## src/rtl/pin_capt_sched_if.sv

```systemverilog
// Event output bus of the pin capture scheduler: a valid/ready stream
// carrying channel index, timestamp and captured pin level.
interface pin_capt_sched_if #(
    parameter int NCH   = 4,
    parameter int CNT_W = 16
);
    logic                     out_valid;
    logic                     out_ready;
    logic [$clog2(NCH)-1:0]   out_ch;
    logic [CNT_W+2:0]         out_ts;
    logic                     out_lvl;

    modport master (
        output out_valid,
        output out_ch,
        output out_ts,
        output out_lvl,
        input  out_ready
    );

    modport slave (
        input  out_valid,
        input  out_ch,
        input  out_ts,
        input  out_lvl,
        output out_ready
    );
endinterface

```

## src/rtl/pin_capt_sched.sv

```systemverilog
// Pin capture scheduler: timestamps strobes from NCH capture channels into
// one-deep per-channel slots and round-robins them onto one event stream.
module pin_capt_sched #(
    parameter int NCH   = 4,
    parameter int CNT_W = 16
) (
    input  logic                 clk300,
    input  logic                 rst_n,
    input  logic                 en,
    input  logic [NCH-1:0]       str,
    input  logic [3*NCH-1:0]     ptime,
    input  logic [NCH-1:0]       pin_lvl,
    input  logic [NCH-1:0]       ovf_clr,
    output logic [NCH-1:0]       ovf,
    output logic [CNT_W-1:0]     coarse,
    pin_capt_sched_if.master     ev
);
    localparam int CH_W = $clog2(NCH);
    localparam int TS_W = CNT_W + 3;

    logic [CNT_W-1:0] coarse_q, coarse_d;
    logic [NCH-1:0]   slot_vld_q, slot_vld_d;
    logic [TS_W-1:0]  slot_ts_q [NCH];
    logic [TS_W-1:0]  slot_ts_d [NCH];
    logic [NCH-1:0]   slot_lvl_q, slot_lvl_d;
    logic [NCH-1:0]   ovf_q, ovf_d, ovf_set;
    logic             out_valid_q, out_valid_d;
    logic [CH_W-1:0]  out_ch_q, out_ch_d;
    logic [TS_W-1:0]  out_ts_q, out_ts_d;
    logic             out_lvl_q, out_lvl_d;
    logic [CH_W-1:0]  last_grant_q, last_grant_d;

    logic             out_free;
    logic             gnt_found;
    logic [CH_W-1:0]  gnt_idx;

    // The output register can accept a new event when empty or being drained.
    assign out_free = !out_valid_q || ev.out_ready;

    // Round-robin search: first valid slot after the last granted one, with wrap.
    always_comb begin
        logic [CH_W:0] cand;
        gnt_found = 1'b0;
        gnt_idx   = '0;
        cand      = '0;
        for (int k = 1; k <= NCH; k++) begin
            cand = {1'b0, last_grant_q} + (CH_W+1)'(k);
            if (cand >= (CH_W+1)'(NCH)) begin
                cand = cand - (CH_W+1)'(NCH);
            end
            if (!gnt_found && slot_vld_q[cand[CH_W-1:0]]) begin
                gnt_found = 1'b1;
                gnt_idx   = cand[CH_W-1:0];
            end
        end
    end

    // Slot capture/release and sticky overflow; a slot being granted may reload.
    always_comb begin
        logic take;
        slot_vld_d = slot_vld_q;
        slot_ts_d  = slot_ts_q;
        slot_lvl_d = slot_lvl_q;
        ovf_set    = '0;
        take       = 1'b0;
        for (int i = 0; i < NCH; i++) begin
            take = out_free && gnt_found && (gnt_idx == CH_W'(i));
            if (en && str[i]) begin
                if (!slot_vld_q[i] || take) begin
                    slot_vld_d[i] = 1'b1;
                    slot_ts_d[i]  = {coarse_q, ptime[3*i +: 3]};
                    slot_lvl_d[i] = pin_lvl[i];
                end else begin
                    ovf_set[i] = 1'b1;
                end
            end else if (take) begin
                slot_vld_d[i] = 1'b0;
            end
        end
        ovf_d = (ovf_q & ~ovf_clr) | ovf_set;
    end

    // Output register load from the granted slot, plus the free-running counter.
    always_comb begin
        out_valid_d  = out_valid_q;
        out_ch_d     = out_ch_q;
        out_ts_d     = out_ts_q;
        out_lvl_d    = out_lvl_q;
        last_grant_d = last_grant_q;
        coarse_d     = en ? coarse_q + CNT_W'(1) : coarse_q;
        if (out_free) begin
            if (gnt_found) begin
                out_valid_d  = 1'b1;
                out_ch_d     = gnt_idx;
                out_ts_d     = slot_ts_q[gnt_idx];
                out_lvl_d    = slot_lvl_q[gnt_idx];
                last_grant_d = gnt_idx;
            end else begin
                out_valid_d = 1'b0;
            end
        end
    end

    // State registers; reset leaves channel 0 with first priority.
    always_ff @(posedge clk300) begin
        if (!rst_n) begin
            coarse_q     <= '0;
            slot_vld_q   <= '0;
            slot_lvl_q   <= '0;
            ovf_q        <= '0;
            out_valid_q  <= 1'b0;
            out_ch_q     <= '0;
            out_ts_q     <= '0;
            out_lvl_q    <= 1'b0;
            last_grant_q <= CH_W'(NCH-1);
            for (int i = 0; i < NCH; i++) begin
                slot_ts_q[i] <= '0;
            end
        end else begin
            coarse_q     <= coarse_d;
            slot_vld_q   <= slot_vld_d;
            slot_lvl_q   <= slot_lvl_d;
            ovf_q        <= ovf_d;
            out_valid_q  <= out_valid_d;
            out_ch_q     <= out_ch_d;
            out_ts_q     <= out_ts_d;
            out_lvl_q    <= out_lvl_d;
            last_grant_q <= last_grant_d;
            for (int i = 0; i < NCH; i++) begin
                slot_ts_q[i] <= slot_ts_d[i];
            end
        end
    end

    assign coarse       = coarse_q;
    assign ovf          = ovf_q;
    assign ev.out_valid = out_valid_q;
    assign ev.out_ch    = out_ch_q;
    assign ev.out_ts    = out_ts_q;
    assign ev.out_lvl   = out_lvl_q;
endmodule

```

## src/flat_wrapper.sv

```systemverilog
// flat-port wrapper written by rule: the top's interface ports become plain ports
module pin_capt_sched_flat 
#(
    parameter int NCH   = 4,
    parameter int CNT_W = 16
)
  (clk300, rst_n, en, str, ptime, pin_lvl, ovf_clr, ovf, coarse, ev_out_valid, ev_out_ch, ev_out_ts, ev_out_lvl, ev_out_ready);
  pin_capt_sched_if #(.NCH(NCH), .CNT_W(CNT_W)) ev_i ();
  input  logic clk300;
  input  logic rst_n;
  input  logic en;
  input  logic [NCH-1:0] str;
  input  logic [3*NCH-1:0] ptime;
  input  logic [NCH-1:0] pin_lvl;
  input  logic [NCH-1:0] ovf_clr;
  output logic [NCH-1:0] ovf;
  output logic [CNT_W-1:0] coarse;
  output wire logic [$bits(ev_i.out_valid)-1:0] ev_out_valid;
  output wire logic [$bits(ev_i.out_ch)-1:0] ev_out_ch;
  output wire logic [$bits(ev_i.out_ts)-1:0] ev_out_ts;
  output wire logic [$bits(ev_i.out_lvl)-1:0] ev_out_lvl;
  input wire logic [$bits(ev_i.out_ready)-1:0] ev_out_ready;
  assign ev_out_valid = ev_i.out_valid;
  assign ev_out_ch = ev_i.out_ch;
  assign ev_out_ts = ev_i.out_ts;
  assign ev_out_lvl = ev_i.out_lvl;
  assign ev_i.out_ready = ev_out_ready;
  pin_capt_sched #(.NCH(NCH), .CNT_W(CNT_W)) u_core (.clk300(clk300), .rst_n(rst_n), .en(en), .str(str), .ptime(ptime), .pin_lvl(pin_lvl), .ovf_clr(ovf_clr), .ovf(ovf), .coarse(coarse), .ev(ev_i));
endmodule
```

## config.mk

```make
export PLATFORM = sky130hd
export DESIGN_NAME = pin_capt_sched_flat
export DESIGN_NICKNAME = d
export VERILOG_FILES = /design/src/rtl/pin_capt_sched_if.sv /design/src/rtl/pin_capt_sched.sv /design/src/flat_wrapper.sv
export SDC_FILE = /design/constraint.sdc
export NUM_CORES = 1
export LEC_CHECK = 0
export CAP_MARGIN = 20
export CORE_MARGIN = 4
export CORE_UTILIZATION = 43
export DETAILED_ROUTE_END_ITERATION = 8
export PLACE_DENSITY = 0.77
export SYNTH_ARGS = -nofsm -noshare
export SYNTH_HDL_FRONTEND = slang
export SYNTH_SLANG_ARGS = --single-unit
```

## constraint.sdc

```tcl
create_clock -name clk300 -period 3.8 [get_ports clk300]
set_input_delay 0.76 -clock clk300 [delete_from_list [all_inputs] [get_ports clk300]]
set_output_delay 0.76 -clock clk300 [all_outputs]
set_load 0.005 [all_outputs]
```

==> impl_results.md, run 1 <==
* Floorplan die height at 122 µm
* Post-synth top flop: dfxtp_1
* First-iteration detailed-routing DRC count at 466
* Number of standard-cell rows in the floorplan at 41
* Die X at 122 µm
* Worst Slack Setup Final at 989 ps
* Clock buffer count from CTS at 17
* Share of the synthesized area in the top cell type at 46.5%
* Largest area contributor in the netlist: dfxtp_1
* Number of setup violations in the final report at 0
* Core region area at 12600 µm²
* Initial antenna violation count at 0
* Share of the core filled with cells in the final layout at 54.6%
* Synth Area in Adders at 0.225%
* Net Switching at 0.892 mW
* Insertion delay of the later-clocked pin in the worst-skew pair at 420 ps
* Signed area change from the synthesized netlist to the final layout at 24.0%
* Via count of the first global-routing pass at 4746
* Switching Share at 25.4%
* Largest cells by area after synthesis: dfxtp_1, mux2i_1, nand2_1
* Parity-gate share of the synthesized area counting xor and xnor cells at 1.89%
* Mapped cell area at 5560 µm²
* Total vias in the final route at 4703
* Worst slack after detailed placement at 762 ps
* Post-route antenna net violation count at 0
* Static leakage at 2.67 nW
* Crit Reg-Reg Startpoint: u_core.slot_vld_q[3]
* Post-CTS Setup Bufs at 0
* Setup clock skew after layout at 6.68 ps
* Routed length per placed instance at 16.8 µm
* Wire length of the first global-routing pass at 23000 µm
* Outcome: finished clean
* Final GP Congestion at 0.810
* Largest net degree at the start of global routing at 83
* Worst EP arrival at 3150 ps
* Relative slew slack at 41.8%
* Proportion of synthesized flip-flops having asynchronous set or reset at 0%
* Number of max-slew violations in the final report at 0
* Clock tree root driver cell: clkbuf_16
* Setup TNS at 0 ps
* Number of nets in the final layout at 693
* Vias per Instance at 5.55
* Delay of the slowest cell on the worst path at 760 ps
* Number of detailed-route iterations in the first pass at 5
* Number of fill cells at 1135
* Number of buffers between clock root and the deepest sink at 2
* Portion of the clock cycle consumed by the worst path in the final layout at 74.0%
* Crit path launch: u_core.slot_vld_q[3]
* Initial cell density of the core at 44.0%
* Count of flip-flops with a built-in enable after synthesis at 0
* Number of diodes added for antenna fixing at 0
* Sequential fraction of design power at 41.6%
* Footprint of the flip-flops and latches at 2580 µm²
* Share of synthesized area spent on multiplexers at 16.2%
* Routed wire length at 14200 µm
* CP max FO at 26
* Internal at 2.61 mW
* Time the final worst path needs with I/O delays and setup at 2810 ps
* Critical path class: flop to flop
* Count of pins on the block boundary at 71
* Crit path launch type: flop
* CTS tree: yes
* Proportion of power drawn by combinational gates at 13.2%
* Fraction of layout instances using a drive strength above 1 at 7.84%
* Total global-route track usage at 19.6%
* Count of mapped cells out of synthesis at 610
* Number of H-tree branching levels at 4
* Share of synthesized cell area in and, or, nand and nor gates at 17.9%
* Compound-cell area share of the yosys netlist at 12.7%
* Area occupied by multi-input gates at 2720 µm²
* Post-CTS sizing at 0
* Mean cell area of the mapped netlist at 9.11 µm²
* Die area at 14800 µm²
* Commonest non-fill, non-tap cell in the layout: nand2_1
* Count of unresolved DRC violations after routing at 0
* Hold buffer count at CTS at 0
* Synth Register Bits at 129
* Clock sinks at 129
* Dominant combinational cell family by area after synthesis: simple AND/OR/NAND/NOR gates
* Crit-path slowest cell: o211a_1
* Post-synthesis net count at 639
* Min-Delay Startpoint: u_core.ev.out_ch[1]
* Synth warnings at 0
* IO Port Bufs at 70
* Power density relative to cell area at 509 nW/µm²
* Worst voltage drop across the vdd grid at 0.246 mV
* Final Hold Viols at 0
* Sequential-to-total area share from yosys stat at 46.5%
* Highest attainable clock frequency at 356 MHz
* Classification of the worst-slack hold path: flop to flop
* Leading cell types in the layout, fill and taps excluded: nand2_1, dfxtp_1, mux2i_1
* Cell Chain, Critical Path: nor2b_1 > o211a_1 > o311ai_1 > a21oi_2 > buf_4 > mux2i_1
* Critical path endpoint category: flop
* Clock edge transition at the registers on the reported setup and hold paths at 60 ps
* Hpwl dp at 9220 µm
* Remaining global-route overflow at 0
* Transition time at the pin with the least slew margin at 874 ps
* Cell variety after synth at 49
* Max-capacitance violation count at 0
* Clk pwr share at 45.2%
* Worst Path Required at 4140 ps
* RSZ-0062 raised after global routing: false
[routing by layer]
layer  up-vias  share of wire, %  GRT usage, %
met5         -                 0             0
li1       2234                 -             -
met4         0               2.1          7.14
met1      2252                43          24.4
met2       178                48          32.2
met3        39               6.8          5.80
[kinds of logic (layout without fill, tap and decap cells)]
kind of cell	after synthesis	in the layout
multiplexers	89	89
flip-flops	129	129
XOR/XNOR	12	12
AO/OA/AOI/OAI	102	102
AND/OR/NAND/NOR	226	226
adder cells (fa/ha/maj)	1	1
buffers and inverters	51	117
[power by group through the flow]
stage,clock [mW],sequential (mW),combinational (mW)
4_1_cts,1.60,1.46,0.461
2_1_floorplan,0,1.46,0.298
3_3_place_gp,0,1.48,0.448
3_5_place_dp,0,1.48,0.458
6_report,1.59,1.46,0.463
5_1_grt,1.66,1.46,0.498
[sequential cells by signal, indices dropped and copies added (netlist names)]
register and cells:
u_core.slot_ts_q 76, u_core.ev.out_valid 1, u_core.slot_vld_q 4, u_core.ev.out_ch 2, u_core.last_grant_q 2, u_core.slot_lvl_q 4
u_core.ev.out_lvl 1, u_core.ev.out_ts 19, u_core.coarse 16, u_core.ovf 4
[area by class of cell]
cell class	instances	area share, %
Multi-Input combinational cell	430	39.5
Inverter	7	0.381
Clock inverter	11	1.63
Clock buffer	20	6.77
Sequential cell	129	37.5
Tap cell	172	3.12
Timing Repair Buffer	79	11.1
[cell usage after synthesis, types with 3 or more instances]
cell type and number:
nand2_1 144, dfxtp_1 129, mux2i_1 81, o21ai_0 27, clkbuf_1 26, nor2_1 25, a221oi_1 20, a21oi_1 18
nand3_1 16, a31oi_1 14, nand3b_1 13, buf_4 8, inv_1 7, xor2_1 7, buf_2 6, nand2b_1 6
and3_1 5, mux2_1 5, xnor2_1 5, buf_6 4, nand4_1 4, a21o_1 3, a21oi_2 3, mux2_2 3
or3_1 3
[worst max-delay path: cells and delay by family, from the launching register on]
kind	cells	cell delay [ps]
AO/OA/AOI/OAI	3	1280
buffers and inverters	1	380
AND/OR/NAND/NOR	1	300
flip-flops	1	510
multiplexers	1	250
[final timing paths]
kind / endpoint / slack (ps) / cells past startpoint
max reg2reg: u_core.slot_ts_q[11] / 990 / 6
min reg2reg: u_core.ev.out_ch[1] / 450 / 2
max: u_core.slot_ts_q[11] / 990 / 6
min: u_core.ev.out_ch[1] / 450 / 2
[metrics by stage]
stage	hold slack [ps]	instance area, µm²	total power [mW]	std cells
after floorplan	435	5560	1.76	610
after global placement	441	6310	1.93	817
after detailed placement	446	6310	1.94	817
after CTS	454	6890	3.51	848
after global routing	483	6890	3.62	848
final	451	6890	3.51	848
Power figures use the tool's default switching activity.
==> run 2, diff against run 1 <==
==> constraint.sdc (replaced) <==
create_clock -name clk300 -period 2.8 [get_ports clk300]
set_input_delay 0.56 -clock clk300 [delete_from_list [all_inputs] [get_ports clk300]]
set_output_delay 0.56 -clock clk300 [all_outputs]
set_load 0.005 [all_outputs]
==> impl_results.md, run 2 (same netlist as run 1, synthesis figures left out) <==
* Max-capacitance violation count at 0
* Relative slew slack at 41.4%
* Worst Path Required at 3130 ps
* Highest attainable clock frequency at 424 MHz
* Number of diodes added for antenna fixing at 0
* Time the final worst path needs with I/O delays and setup at 2360 ps
* Critical path endpoint category: flop
* Core region area at 12600 µm²
* Number of standard-cell rows in the floorplan at 41
* Static leakage at 2.73 nW
* Max FFs per register at 76
* Leading cell types in the layout, fill and taps excluded: nand2_1, dfxtp_1, mux2i_1
* IO Port Bufs at 70
* Initial antenna violation count at 0
* Die area at 14800 µm²
* Hpwl dp at 9340 µm
* Post-CTS Setup Bufs at 0
* Count of unresolved DRC violations after routing at 0
* Floorplan die height at 122 µm
* Number of detailed-route iterations in the first pass at 5
* Signed area change from the synthesized netlist to the final layout at 26.0%
* Crit path launch type: flop
* Worst voltage drop across the vdd grid at 0.455 mV
* Number of nets in the final layout at 698
* Number of H-tree branching levels at 4
* Number of setup violations in the final report at 0
* Final GP Congestion at 0.842
* Vias per Instance at 5.51
* Setup clock skew after layout at 7.53 ps
* Number of max-slew violations in the final report at 0
* Finished Cell Area at 7010 µm²
* Clock edge transition at the registers on the reported setup and hold paths at 60 ps
* Clock tree root driver cell: clkbuf_16
* Initial cell density of the core at 44.0%
* Cell area after placement at 6360 µm²
* Routed wire length at 14200 µm
* Post-route insts no fill at 853
* Power density relative to cell area at 715 nW/µm²
* Routed length per placed instance at 16.6 µm
* CP max FO at 20
* Classification of the worst-slack hold path: flop to flop
* Clock buffer count from CTS at 17
* Count of pins on the block boundary at 71
* CTS tree: yes
* Insertion delay of the later-clocked pin in the worst-skew pair at 410 ps
* Fraction of layout instances using a drive strength above 1 at 8.52%
* Post-CTS sizing at 0
* Transition time at the pin with the least slew margin at 878 ps
* Register with the most flip-flops: u_core.slot_ts_q
* Placed cells at 822
* Post-route antenna net violation count at 0
* Worst EP arrival at 2690 ps
* First-iteration detailed-routing DRC count at 394
* Worst Slack Setup Final at 441 ps
* Total vias in the final route at 4700
* Number of buffers between clock root and the deepest sink at 2
* Outcome: finished clean
* Via count of the first global-routing pass at 4639
* Commonest non-fill, non-tap cell in the layout: nand2_1
* Hold buffer count at CTS at 0
* Final Hold Viols at 0
* Critical path class: flop to flop
* RSZ-0062 raised after global routing: false
* Total global-route track usage at 19.6%
* Remaining global-route overflow at 0
* Share of the core filled with cells in the final layout at 55.5%
* Worst slack after detailed placement at 401 ps
* Clock sinks at 129
* Largest net degree at the start of global routing at 45
* Die X at 122 µm
* Wire length of the first global-routing pass at 23100 µm
* Setup TNS at 0 ps
* Portion of the clock cycle consumed by the worst path in the final layout at 84.3%
[run 2: report_power, final]
group | switching [mW] | internal, mW
clock | 0.788 | 1.60
combinational | 0.355 | 0.285
sequential | 0.0648 | 1.91
total | 1.21 | 3.80
[run 2: through the flow]
| step | hold WS, ps | total power [mW] |
|---|---|---|
| 4_1_cts | 458 | 5.01 |
| 3_5_place_dp | 449 | 2.64 |
| 2_1_floorplan | 435 | 2.39 |
| 3_3_place_gp | 442 | 2.63 |
| 6_report | 456 | 5.01 |
| 5_1_grt | 477 | 5.16 |
[run 2: path summary, 6_finish.rpt]
check / from / end / slack (ps) / cells past startpoint
setup / recovery: u_core.slot_vld_q[3] / u_core.slot_ts_q[54] / 440 / 6
hold / removal: u_core.slot_ts_q[5] / u_core.slot_ts_q[5] / 460 / 2
setup reg to reg: u_core.slot_vld_q[3] / u_core.slot_ts_q[54] / 440 / 6
hold reg to reg: u_core.slot_ts_q[5] / u_core.slot_ts_q[5] / 460 / 2
[run 2: metal layers]
metal	wire length (µm)	track usage (%)
met1	6380	26.0
met2	6850	32.1
met3	769	4.97
met4	191	5.11
met5	0	0
[run 2: cell type report]
cell class / count / area, µm²
clock inverter: 9 / 151
multi-input combinational: 430 / 2720
inverter: 7 / 26.3
timing repair buffer: 84 / 816
clock buffer: 22 / 494
sequential: 129 / 2580
tap: 172 / 215
fill: 1089 / 5610
[run 2: worst max-delay path, cell delays in order, from the launching register on]
cell and delay, ps:
dfxtp_1 410, or2_4 330, o31ai_4 570, nand2_1 210, nand4_1 140, buf_4 360, mux2i_1 240
